==> config.mk <==
export PLATFORM = sky130hd
export DESIGN_NAME = mux_nx1_scan_flat
export DESIGN_NICKNAME = d
export VERILOG_FILES = /design/src/rtl/mux_nx1_scan_if.sv /design/src/rtl/mux_nx1_scan.sv /design/src/flat_wrapper.sv
export SDC_FILE = /design/constraint.sdc
export NUM_CORES = 1
export LEC_CHECK = 0
export ABC_AREA = 1
export CORE_MARGIN = 4
export CORE_UTILIZATION = 50
export DETAILED_ROUTE_END_ITERATION = 8
export GPL_TIMING_DRIVEN = 0
export PLACE_DENSITY = 0.77
export SKIP_CTS_REPAIR_TIMING = 1
export SLEW_MARGIN = 20
export SYNTH_ARGS = -nofsm -noshare
export SYNTH_HDL_FRONTEND = slang
export SYNTH_SLANG_ARGS = --single-unit
==> constraint.sdc <==
create_clock -name clk -period 1.3 [get_ports clk]
set_input_delay 0.195 -clock clk [delete_from_list [all_inputs] [get_ports clk]]
set_output_delay 0.195 -clock clk [all_outputs]
set_load 0.02 [all_outputs]
==> src/rtl/mux_nx1_scan_if.sv <==
// mux_nx1_scan_if: data, select and status bundle for the scanning channel mux
interface mux_nx1_scan_if #(
  parameter int WIDTH    = 1,
  parameter int CHANNELS = 4
);
  localparam int SEL_W = CHANNELS > 1 ? $clog2(CHANNELS) : 1;
  logic [CHANNELS*WIDTH-1:0] D;
  logic [SEL_W-1:0]          S;
  logic                      MODE;
  logic                      EN;
  logic [WIDTH-1:0]          X;
  logic [SEL_W-1:0]          CH;
  logic                      VALID;
  logic                      ERR;
  modport master (output D, S, MODE, EN, input X, CH, VALID, ERR);
  modport slave  (input D, S, MODE, EN, output X, CH, VALID, ERR);
endinterface

==> src/rtl/mux_nx1_scan.sv <==
// mux_nx1_scan: registered N-channel mux with manual select or round-robin dwell scan
module mux_nx1_scan #(
  parameter int WIDTH    = 1,
  parameter int CHANNELS = 4,
  parameter int DWELL    = 4
) (
  input logic           clk,
  input logic           rst,
  mux_nx1_scan_if.slave bus
);
  localparam int SEL_W = CHANNELS > 1 ? $clog2(CHANNELS) : 1;
  localparam int PAD   = 2 ** SEL_W;
  logic [WIDTH-1:0]     x_q, x_d, sel_data;
  logic [SEL_W-1:0]     ch_q, ch_d, ptr_q, ptr_d, sel;
  logic [7:0]           cnt_q, cnt_d;
  logic                 valid_q, valid_d, err_q, err_d, in_range, dwell_done;
  logic [PAD*WIDTH-1:0] d_pad;
  // zero-padding to a power-of-two channel count keeps out-of-range selects inside the vector
  assign d_pad      = (PAD*WIDTH)'(bus.D);
  assign sel        = bus.MODE ? ptr_q : bus.S;
  assign sel_data   = d_pad[int'(sel)*WIDTH +: WIDTH];
  assign in_range   = int'(bus.S) < CHANNELS;
  assign dwell_done = cnt_q == 8'(DWELL - 1);
  // next state; in manual mode ptr shadows CH so a switch to scan resumes on the shown channel
  always_comb begin
    x_d     = x_q;
    ch_d    = ch_q;
    valid_d = 1'b0;
    err_d   = err_q;
    cnt_d   = cnt_q;
    ptr_d   = ptr_q;
    if (bus.EN && bus.MODE) begin
      x_d     = sel_data;
      ch_d    = ptr_q;
      valid_d = 1'b1;
      cnt_d   = dwell_done ? 8'd0 : cnt_q + 8'd1;
      ptr_d   = !dwell_done ? ptr_q : ptr_q == SEL_W'(CHANNELS - 1) ? '0 : ptr_q + 1'b1;
    end else if (bus.EN) begin
      cnt_d   = 8'd0;
      x_d     = in_range ? sel_data : x_q;
      ch_d    = in_range ? bus.S : ch_q;
      ptr_d   = in_range ? bus.S : ch_q;
      valid_d = in_range;
      err_d   = err_q | !in_range;
    end
  end
  // state registers with asynchronous clear
  always_ff @(posedge clk or posedge rst) begin
    if (rst) begin
      x_q     <= '0;
      ch_q    <= '0;
      valid_q <= 1'b0;
      err_q   <= 1'b0;
      cnt_q   <= 8'd0;
      ptr_q   <= '0;
    end else begin
      x_q     <= x_d;
      ch_q    <= ch_d;
      valid_q <= valid_d;
      err_q   <= err_d;
      cnt_q   <= cnt_d;
      ptr_q   <= ptr_d;
    end
  end
  assign bus.X     = x_q;
  assign bus.CH    = ch_q;
  assign bus.VALID = valid_q;
  assign bus.ERR   = err_q;
endmodule
==> src/flat_wrapper.sv <==
// flat-port wrapper written by rule: the top's interface ports become plain ports
module mux_nx1_scan_flat 
#(
  parameter int WIDTH    = 1,
  parameter int CHANNELS = 4,
  parameter int DWELL    = 4
)
  (clk, rst, bus_D, bus_S, bus_MODE, bus_EN, bus_X, bus_CH, bus_VALID, bus_ERR);
  mux_nx1_scan_if #(.WIDTH(WIDTH), .CHANNELS(CHANNELS)) bus_i ();
  input logic clk;
  input logic rst;
  input wire logic [$bits(bus_i.D)-1:0] bus_D;
  input wire logic [$bits(bus_i.S)-1:0] bus_S;
  input wire logic [$bits(bus_i.MODE)-1:0] bus_MODE;
  input wire logic [$bits(bus_i.EN)-1:0] bus_EN;
  output wire logic [$bits(bus_i.X)-1:0] bus_X;
  output wire logic [$bits(bus_i.CH)-1:0] bus_CH;
  output wire logic [$bits(bus_i.VALID)-1:0] bus_VALID;
  output wire logic [$bits(bus_i.ERR)-1:0] bus_ERR;
  assign bus_i.D = bus_D;
  assign bus_i.S = bus_S;
  assign bus_i.MODE = bus_MODE;
  assign bus_i.EN = bus_EN;
  assign bus_X = bus_i.X;
  assign bus_CH = bus_i.CH;
  assign bus_VALID = bus_i.VALID;
  assign bus_ERR = bus_i.ERR;
  mux_nx1_scan #(.WIDTH(WIDTH), .CHANNELS(CHANNELS), .DWELL(DWELL)) u_core (.clk(clk), .rst(rst), .bus(bus_i));
endmodule
==> load_flow_metrics.sql, run 1 <==
INSERT INTO impl_metrics (metric_group, metric, value, unit) VALUES
('status', 'outcome', 'completed', ''),
('global_routing', 'antenna_violations_before_repair', '0', ''),
('cells_and_area', 'design.final.nets', '147', ''),
('floorplanning', 'io-pin-count', '15', ''),
('timing', 'timing.clock.skew', '1.33', 'ps'),
('drt', 'drt_pass_1_iters', '4', ''),
('global_routing', 'first_global_vias', '738', ''),
('synthesis', 'synth_seq_area_share', '42.2', '%'),
('synthesis', 'synth_warnings', '0', ''),
('clock_network', 'cts_num_sinks', '14', ''),
('clock_network', 'cts.htree.levels', '1', ''),
('timing', 'maximum_clock_frequency', '0.836', 'GHz'),
('floorplanning', 'core_area', '1540', 'um2'),
('placed_design', 'placement.io_buffers', '13', ''),
('pwr', 'vdd_ir_drop_max', '688', 'uV'),
('drt', 'drt_iter0_markers', '9', ''),
('floorplanning', 'floorplan.die.height', '48.7', 'um'),
('pwr', 'report.power.total', '1000', 'uW'),
('synthesis', 'syn-mean-instance-area', '7.09', 'um2'),
('timing', 'hold_viol', '0', ''),
('clock_network', 'cts-root-to-sink-buffers', '2', ''),
('floorplanning', 'std_cell_rows', '14', ''),
('timing', 'setup_repair_after_global_routing_missed_its_margin', 'true', ''),
('global_routing', 'grt_first_pass_wirelength', '3.06', 'mm'),
('timing', 'finalCritPeriodShare', '92.0', '%'),
('cells_and_area', 'filler_cell_count', '134', ''),
('floorplanning', 'overall_die_width', '48.7', 'um'),
('timing', 'worst_slew_margin_rel', '63.1', '%'),
('cells_and_area', 'areaGrowthSynthToFinish', '23.4', '%'),
('pwr', 'leakagePower', '0.000557', 'uW'),
('cells_and_area', 'post_route_cells_drive_above_1_share', '8.27', '%'),
('min_path', 'hold_path.class', 'input port to async pin', ''),
('global_routing', 'globalRouteOverflowTotal', '0', ''),
('clock_network', 'worst_setup_hold_path_clk_slew', '80', 'ps'),
('clock_network', 'tritoncts.num_buffers', '3', ''),
('global_routing', 'grt_start_max_net_pins', '15', ''),
('drt', 'post_route_drc', '0', ''),
('drt', 'dr_total_vias', '744', ''),
('clock_network', 'cts.root.buffer_cell', 'sky130_fd_sc_hd__clkbuf_4', ''),
('drt', 'post_drt_via_cell_ratio', '4.99', ''),
('job', 'cap_violations', '0', ''),
('synthesis', 'synth.cell_area', '830', 'um2'),
('cells_and_area', 'finalCoreUtilization', '66.4', '%'),
('cells_and_area', 'regArea', '350', 'um2'),
('synthesis', 'synth_cells', '117', ''),
('synthesis', 'synth_nets', '129', ''),
('floorplanning', 'die-area', '2370', 'um2'),
('drt', 'wl_per_cell', '11.9', 'um'),
('setup_path', 'worstSetupPathType', 'register to register', ''),
('global_routing', 'track_usage', '15.9', '%'),
('cells_and_area', 'antenna-diode-count', '0', ''),
('synthesis', 'unique_masters_post_synth', '20', ''),
('timing', 'setup_violations', '0', ''),
('floorplanning', 'floorplan.initialDensity', '53.8', '%'),
('placed_design', 'gp_routability_congestion', '0.806', ''),
('clock_network', 'clkLatencyLatePin', '280', 'ps'),
('synthesis', 'yosys_register_bits', '14', ''),
('timing', 'measured_slew_at_the_worst_slew_check_pin', '553', 'ps'),
('setup_path', 'endpoint_kind', 'register', ''),
('timing', 'setup-tns-final', '0', 'ps'),
('setup_path', 'timing.critical_path.required', '1470', 'ps'),
('pwr', 'power.density_cell_area', '978', 'nW/um2'),
('timing', 'slew_viol_final', '0', ''),
('timing', 'hold_slack', '261', 'ps'),
('cells_and_area', 'multi_input_comb_area', '407', 'um2'),
('drt', 'routed_wirelength', '1.77', 'mm'),
('setup_path', 'critical_path_arrival', '1370', 'ps'),
('placed_design', 'post-dp-hpwl', '1.33', 'mm'),
('setup_path', 'critical_path_peak_fanout', '4', ''),
('clock_network', 'cts_tree', 'built', ''),
('drt', 'remaining_antenna_violation_count_after_routing', '0', ''),
('setup_path', 'crit_path_start_kind', 'register', ''),
('timing', 'min_period', '1200', 'ps');
## cell usage in the layout (no fill, tap or decap)
master,count
sky130_fd_sc_hd__nand2_1,36
sky130_fd_sc_hd__nand3_1,19
sky130_fd_sc_hd__inv_1,16
sky130_fd_sc_hd__clkdlybuf4s50_1,9
sky130_fd_sc_hd__dlymetal6s2s_1,4
sky130_fd_sc_hd__conb_1,1
sky130_fd_sc_hd__buf_4,1
sky130_fd_sc_hd__nor2_1,6
sky130_fd_sc_hd__buf_2,1
sky130_fd_sc_hd__xor2_1,3
sky130_fd_sc_hd__nand2_2,1
sky130_fd_sc_hd__clkbuf_4,3
sky130_fd_sc_hd__ha_2,1
sky130_fd_sc_hd__a21oi_1,1
sky130_fd_sc_hd__ha_1,1
sky130_fd_sc_hd__nand3_2,1
sky130_fd_sc_hd__nor3b_2,1
sky130_fd_sc_hd__clkinvlp_4,1
sky130_fd_sc_hd__clkbuf_1,1
sky130_fd_sc_hd__nor2_2,1
sky130_fd_sc_hd__a31oi_1,1
sky130_fd_sc_hd__dfrtp_1,14
sky130_fd_sc_hd__o21ai_1,3
sky130_fd_sc_hd__o21ai_0,7
## synth_stat cells
| master | n | area share [%] |
|---|---|---|
| sky130_fd_sc_hd__o21ai_1 | 1 | 0.60 |
| sky130_fd_sc_hd__clkinv_1 | 1 | 0.45 |
| sky130_fd_sc_hd__conb_1 | 1 | 0.45 |
| sky130_fd_sc_hd__buf_2 | 1 | 0.60 |
| sky130_fd_sc_hd__xor2_1 | 3 | 3.2 |
| sky130_fd_sc_hd__buf_4 | 1 | 0.91 |
| sky130_fd_sc_hd__nor2_1 | 6 | 2.7 |
| sky130_fd_sc_hd__a21oi_1 | 1 | 0.60 |
| sky130_fd_sc_hd__a31oi_1 | 1 | 0.75 |
| sky130_fd_sc_hd__nor2_2 | 1 | 0.75 |
| sky130_fd_sc_hd__nand2_1 | 36 | 16 |
| sky130_fd_sc_hd__nand3_1 | 19 | 11 |
| sky130_fd_sc_hd__nand2_2 | 1 | 0.75 |
| sky130_fd_sc_hd__o21ai_0 | 9 | 5.4 |
| sky130_fd_sc_hd__nand3_2 | 1 | 1.2 |
| sky130_fd_sc_hd__ha_1 | 2 | 3.0 |
| sky130_fd_sc_hd__inv_1 | 16 | 7.2 |
| sky130_fd_sc_hd__clkbuf_1 | 1 | 0.45 |
| sky130_fd_sc_hd__nor3b_1 | 1 | 0.91 |
| sky130_fd_sc_hd__dfrtp_1 | 14 | 42 |
## metrics by stage
stage	cell area, um2	instances	worst slack (ps)
2_1_floorplan	830	117	166
3_3_place_gp	980	146	-220
3_5_place_dp	980	146	-254
4_1_cts	1000	149	-164
5_1_grt	1020	149	-2.28
6_report	1020	149	104
## power breakdown
group	internal (uW)	total, uW	switching (uW)
clock	108	250	142
sequential	476	515	39.0
combinational	107	235	128
## kinds of logic after synthesis
logic type / synth area share [%]
AOI/OAI and AO/OA: 7.39
adders and majority gates: 3.02
and+or+nand+nor: 34.1
buffers and inverters: 9.65
DFF: 42.2
xor gates and xnor gates: 3.17
other: 0.452
## flip-flops by register name, indices dropped and copies added (netlist names)
register,count
u_core.cnt_q,8
u_core.bus.CH,2
u_core.bus.VALID,1
u_core.ptr_q,2
u_core.bus.X,1
## critical path: stages (launching register included)
cell and delay (ps):
sky130_fd_sc_hd__dfrtp_1 400, sky130_fd_sc_hd__ha_2 210, sky130_fd_sc_hd__nand3_1 140, sky130_fd_sc_hd__nor2_1 120
sky130_fd_sc_hd__nand2_1 60, sky130_fd_sc_hd__nand3_1 70, sky130_fd_sc_hd__o21ai_0 80
## path summary, 6_finish.rpt
path	start	to	slack (ps)	cells after the start
max in group asynchronous	rst	u_core.cnt_q[7]	680	2
min reg2reg	u_core.bus.X	u_core.bus.X	480	2
min	rst	u_core.bus.CH[0]	260	2
min in group clk	u_core.bus.X	u_core.bus.X	480	2
max reg2reg	u_core.cnt_q[1]	u_core.cnt_q[6]	100	6
max	u_core.cnt_q[1]	u_core.cnt_q[6]	100	6
## area by class of cell
class / instances / area share [%]
buffer: 3 / 1.59
timing repair buffer: 13 / 13.7
tap: 16 / 1.96
clock buffer: 3 / 2.20
multi-input combinational: 83 / 39.7
sequential: 14 / 34.2
inverter: 17 / 6.60
## routing by layer
metal	GRT usage, %	vias up	wire length, um
met2	25.2	13	826
met5	0	-	0
li1	-	401	-
met1	20.8	328	882
met4	7.17	0	19
met3	3.07	2	44
No activity file was read; power rests on OpenSTA's default activity.
==> inputs of run 2 (changes only) <==
- CORE_UTILIZATION: 50 -> 54
- PLACE_DENSITY: 0.77 -> 0.82
- TNS_END_PERCENT: not set -> 1
- clock period: 1.3 -> 1.5 ns (I/O delays scaled with it)
==> run 2 against run 1 <==
  * Register-to-register slack improved by 90 ps
  * Combinational power fell by 15%
  * Setup slack got worse by 64 ps
  * Utilization rose by 7.2 points
  * Sequential power fell by 14%
  * Critical path depth fell by 5
  * Wire length fell by 3.9%
  * Non-clock buffer count did not move
  * Sequential share of layout area rose by 0.60 points
  * Final cell count fell by 0.67%
==> load_flow_metrics.sql, run 2 (synthesis results as in run 1) <==
INSERT INTO impl_metrics (metric_group, metric, value, unit) VALUES
('cells_and_area', 'largest_register_ffs', '8', ''),
('drt', 'dr_total_vias', '763', ''),
('cells_and_area', 'antenna-diode-count', '0', ''),
('timing', 'final_critical_path_setup_slack', '40.3', 'ps'),
('setup_path', 'critical_path.top_delay_family', 'buffers and inverters', ''),
('setup_path', 'endpoint_kind', 'output pin', ''),
('setup_path', 'max_stage_delay', '600', 'ps'),
('timing', 'measured_slew_at_the_worst_slew_check_pin', '517', 'ps'),
('timing', 'worst_slew_margin_rel', '65.5', '%'),
('placed_design', 'placement.io_buffers', '13', ''),
('global_routing', 'grt_start_max_net_pins', '15', ''),
('timing', 'timing.clock.skew', '3.03', 'ps'),
('setup_path', 'reg2regPathDepth', '5', ''),
('setup_path', 'critical-path-slowest-cell', 'sky130_fd_sc_hd__clkdlybuf4s50_1', ''),
('clock_network', 'worst_setup_hold_path_clk_slew', '80', 'ps'),
('setup_path', 'worstPathCellList', 'clkdlybuf4s50_1', ''),
('clock_network', 'tritoncts.num_buffers', '3', ''),
('clock_network', 'cts.root.buffer_cell', 'sky130_fd_sc_hd__clkbuf_4', ''),
('floorplanning', 'io-pin-count', '15', ''),
('drt', 'post_route_drc', '0', ''),
('clock_network', 'cts.htree.levels', '1', ''),
('setup_path', 'worst_r2r_src', 'u_core.cnt_q[1]', ''),
('timing', 'hold_viol', '0', ''),
('global_routing', 'globalRouteOverflowTotal', '0', ''),
('setup_path', 'ff2ff_setup_slack', '190', 'ps'),
('setup_path', 'worstSetupPathType', 'register to output pin', ''),
('drt', 'drt_pass_1_iters', '4', ''),
('timing', 'slew_viol_final', '0', ''),
('drt', 'routed_wirelength', '1.70', 'mm'),
('clock_network', 'cts-root-to-sink-buffers', '2', ''),
('timing', 'setup_violations', '0', ''),
('global_routing', 'track_usage', '17.6', '%'),
('setup_path', 'timing.critical_path.required', '1270', 'ps'),
('cells_and_area', 'design.final.nets', '147', ''),
('floorplanning', 'core_area', '1370', 'um2'),
('pwr', 'power.density_cell_area', '855', 'nW/um2'),
('drt', 'wl_per_cell', '11.5', 'um'),
('job', 'cap_violations', '0', ''),
('timing', 'maximum_clock_frequency', '0.685', 'GHz'),
('timing', 'setup_repair_after_global_routing_missed_its_margin', 'false', ''),
('cells_and_area', 'regArea', '350', 'um2'),
('setup_path', 'r2r_end', 'u_core.ptr_q[0]', ''),
('timing', 'finalCritPeriodShare', '97.3', '%'),
('global_routing', 'first_global_vias', '636', ''),
('cells_and_area', 'most-common-layout-cells', '36 x sky130_fd_sc_hd__nand2_1, 19 x sky130_fd_sc_hd__nand3_1, 16 x sky130_fd_sc_hd__inv_1', ''),
('placed_design', 'dpl-instance-area', '978', 'um2'),
('global_routing', 'grt_first_pass_wirelength', '2.68', 'mm'),
('pwr', 'cell_internal_pwr', '598', 'uW'),
('pwr', 'fraction_of_power_spent_switching_nets', '30.5', '%'),
('min_path', 'hold_path.class', 'input port to async pin', ''),
('cells_and_area', 'summed_area_of_non_filler_cells_in_the_final_layout', '1010', 'um2'),
('cells_and_area', 'final_common_cell', 'sky130_fd_sc_hd__nand2_1', ''),
('cells_and_area', 'post_route_cells_drive_above_1_share', '6.02', '%'),
('cells_and_area', 'max_flop_register', 'u_core.cnt_q', ''),
('timing', 'min_period', '1460', 'ps'),
('pwr', 'leakagePower', '0.000536', 'uW'),
('setup_path', 'critical_path_arrival', '1230', 'ps'),
('setup_path', 'crit_path_start_kind', 'register', ''),
('pwr', 'combinational_share_of_power', '23.2', '%'),
('setup_path', 'critical_path.n_buffers_inverters', '1', ''),
('global_routing', 'antenna_violations_before_repair', '0', ''),
('cells_and_area', 'filler_cell_count', '123', ''),
('pwr', 'clock_power_share', '25.1', '%'),
('drt', 'remaining_antenna_violation_count_after_routing', '0', ''),
('timing', 'hold_slack', '272', 'ps'),
('placed_design', 'gp_routability_congestion', '0.854', ''),
('floorplanning', 'floorplan.initialDensity', '60.7', '%'),
('clock_network', 'clkLatencyLatePin', '280', 'ps'),
('pwr', 'vdd_ir_drop_max', '475', 'uV'),
('cells_and_area', 'areaGrowthSynthToFinish', '21.3', '%'),
('placed_design', 'post-dp-hpwl', '1.30', 'mm'),
('cells_and_area', 'multi_input_comb_area', '399', 'um2'),
('placed_design', 'place_ws', '-39.6', 'ps'),
('pwr', 'power_frac_seq', '51.8', '%'),
('setup_path', 'critical_path_peak_fanout', '2', ''),
('pwr', 'netSwitchingPower', '262', 'uW'),
('drt', 'drt_iter0_markers', '23', ''),
('clock_network', 'cts_num_sinks', '14', ''),
('clock_network', 'cts_tree', 'built', ''),
('status', 'outcome', 'completed', ''),
('floorplanning', 'overall_die_width', '47.2', 'um'),
('drt', 'post_drt_via_cell_ratio', '5.16', ''),
('floorplanning', 'die-area', '2230', 'um2'),
('floorplanning', 'floorplan.die.height', '47.2', 'um'),
('floorplanning', 'std_cell_rows', '13', ''),
('timing', 'setup-tns-final', '0', 'ps');
==> run 2: changes by cell type in the layout (fill, tap and decap cells not counted), sizes merged <==
cell / previous run / this run
clkinv: 0 / 1
clkinvlp: 1 / 0
clkdlybuf4s50: 9 / 11
dlymetal6s2s: 4 / 2
==> run 2: stage by stage <==
step	total power, uW	utilization, %	instances
3_5_place_dp	654	71.6	145
6_report	860	73.6	148
4_1_cts	865	73.3	148
5_1_grt	917	73.6	148
3_3_place_gp	648	71.6	145
2_1_floorplan	573	-	117
==> run 2: cell type report <==
class	count	area share, %
sequential	14	34.8
timing repair buffer	13	13.4
clock buffer	3	2.24
inverter	17	6.34
multi-input combinational	83	39.7
buffer	3	1.62
tap	15	1.87
==> run 2: worst max-delay path by stage <==
stage	startpoint	to	depth (start not counted)	slack, ps
floorplan	u_core.cnt_q[0]	u_core.ptr_q[0]	5	370
CTS	u_core.bus.X	bus_X	1	20
global placement	bus_MODE	u_core.ptr_q[0]	6	-40
finish	u_core.bus.CH[1]	bus_CH[1]	1	40
global route	u_core.bus.CH[1]	bus_CH[1]	1	0.3
detailed placement	bus_MODE	u_core.ptr_q[0]	7	-40
==> run 2: routing by layer <==
| layer | track usage (%) | vias up | share of wire, % | wire [um] |
|---|---|---|---|---|
| met1 | 22.7 | 339 | 46 | 778 |
| met3 | 3.45 | 5 | 6.1 | 104 |
| met4 | 9.94 | 0 | 1.9 | 33 |
| met2 | 27.4 | 22 | 46 | 787 |
| met5 | 0 | - | 0 | 0 |
| li1 | - | 397 | - | - |
==> run 2: power by group through the flow <==
stage          Combinational (uW)  Sequential [uW]  Clock (uW)
3_3_place_gp                  198              451           0
3_5_place_dp                  201              453           0
4_1_cts                       202              445         218
2_1_floorplan                 109              463           0
6_report                      199              445         215
5_1_grt                       226              449         242
==> run 2: worst register-to-register path, delay by kind of cell, from the launching register on <==
kind | cells | cell delay (ps)
AOI/OAI and AO/OA | 1 | 340
DFF | 1 | 390
adders and majority gates | 1 | 230
and+or+nand+nor | 3 | 300
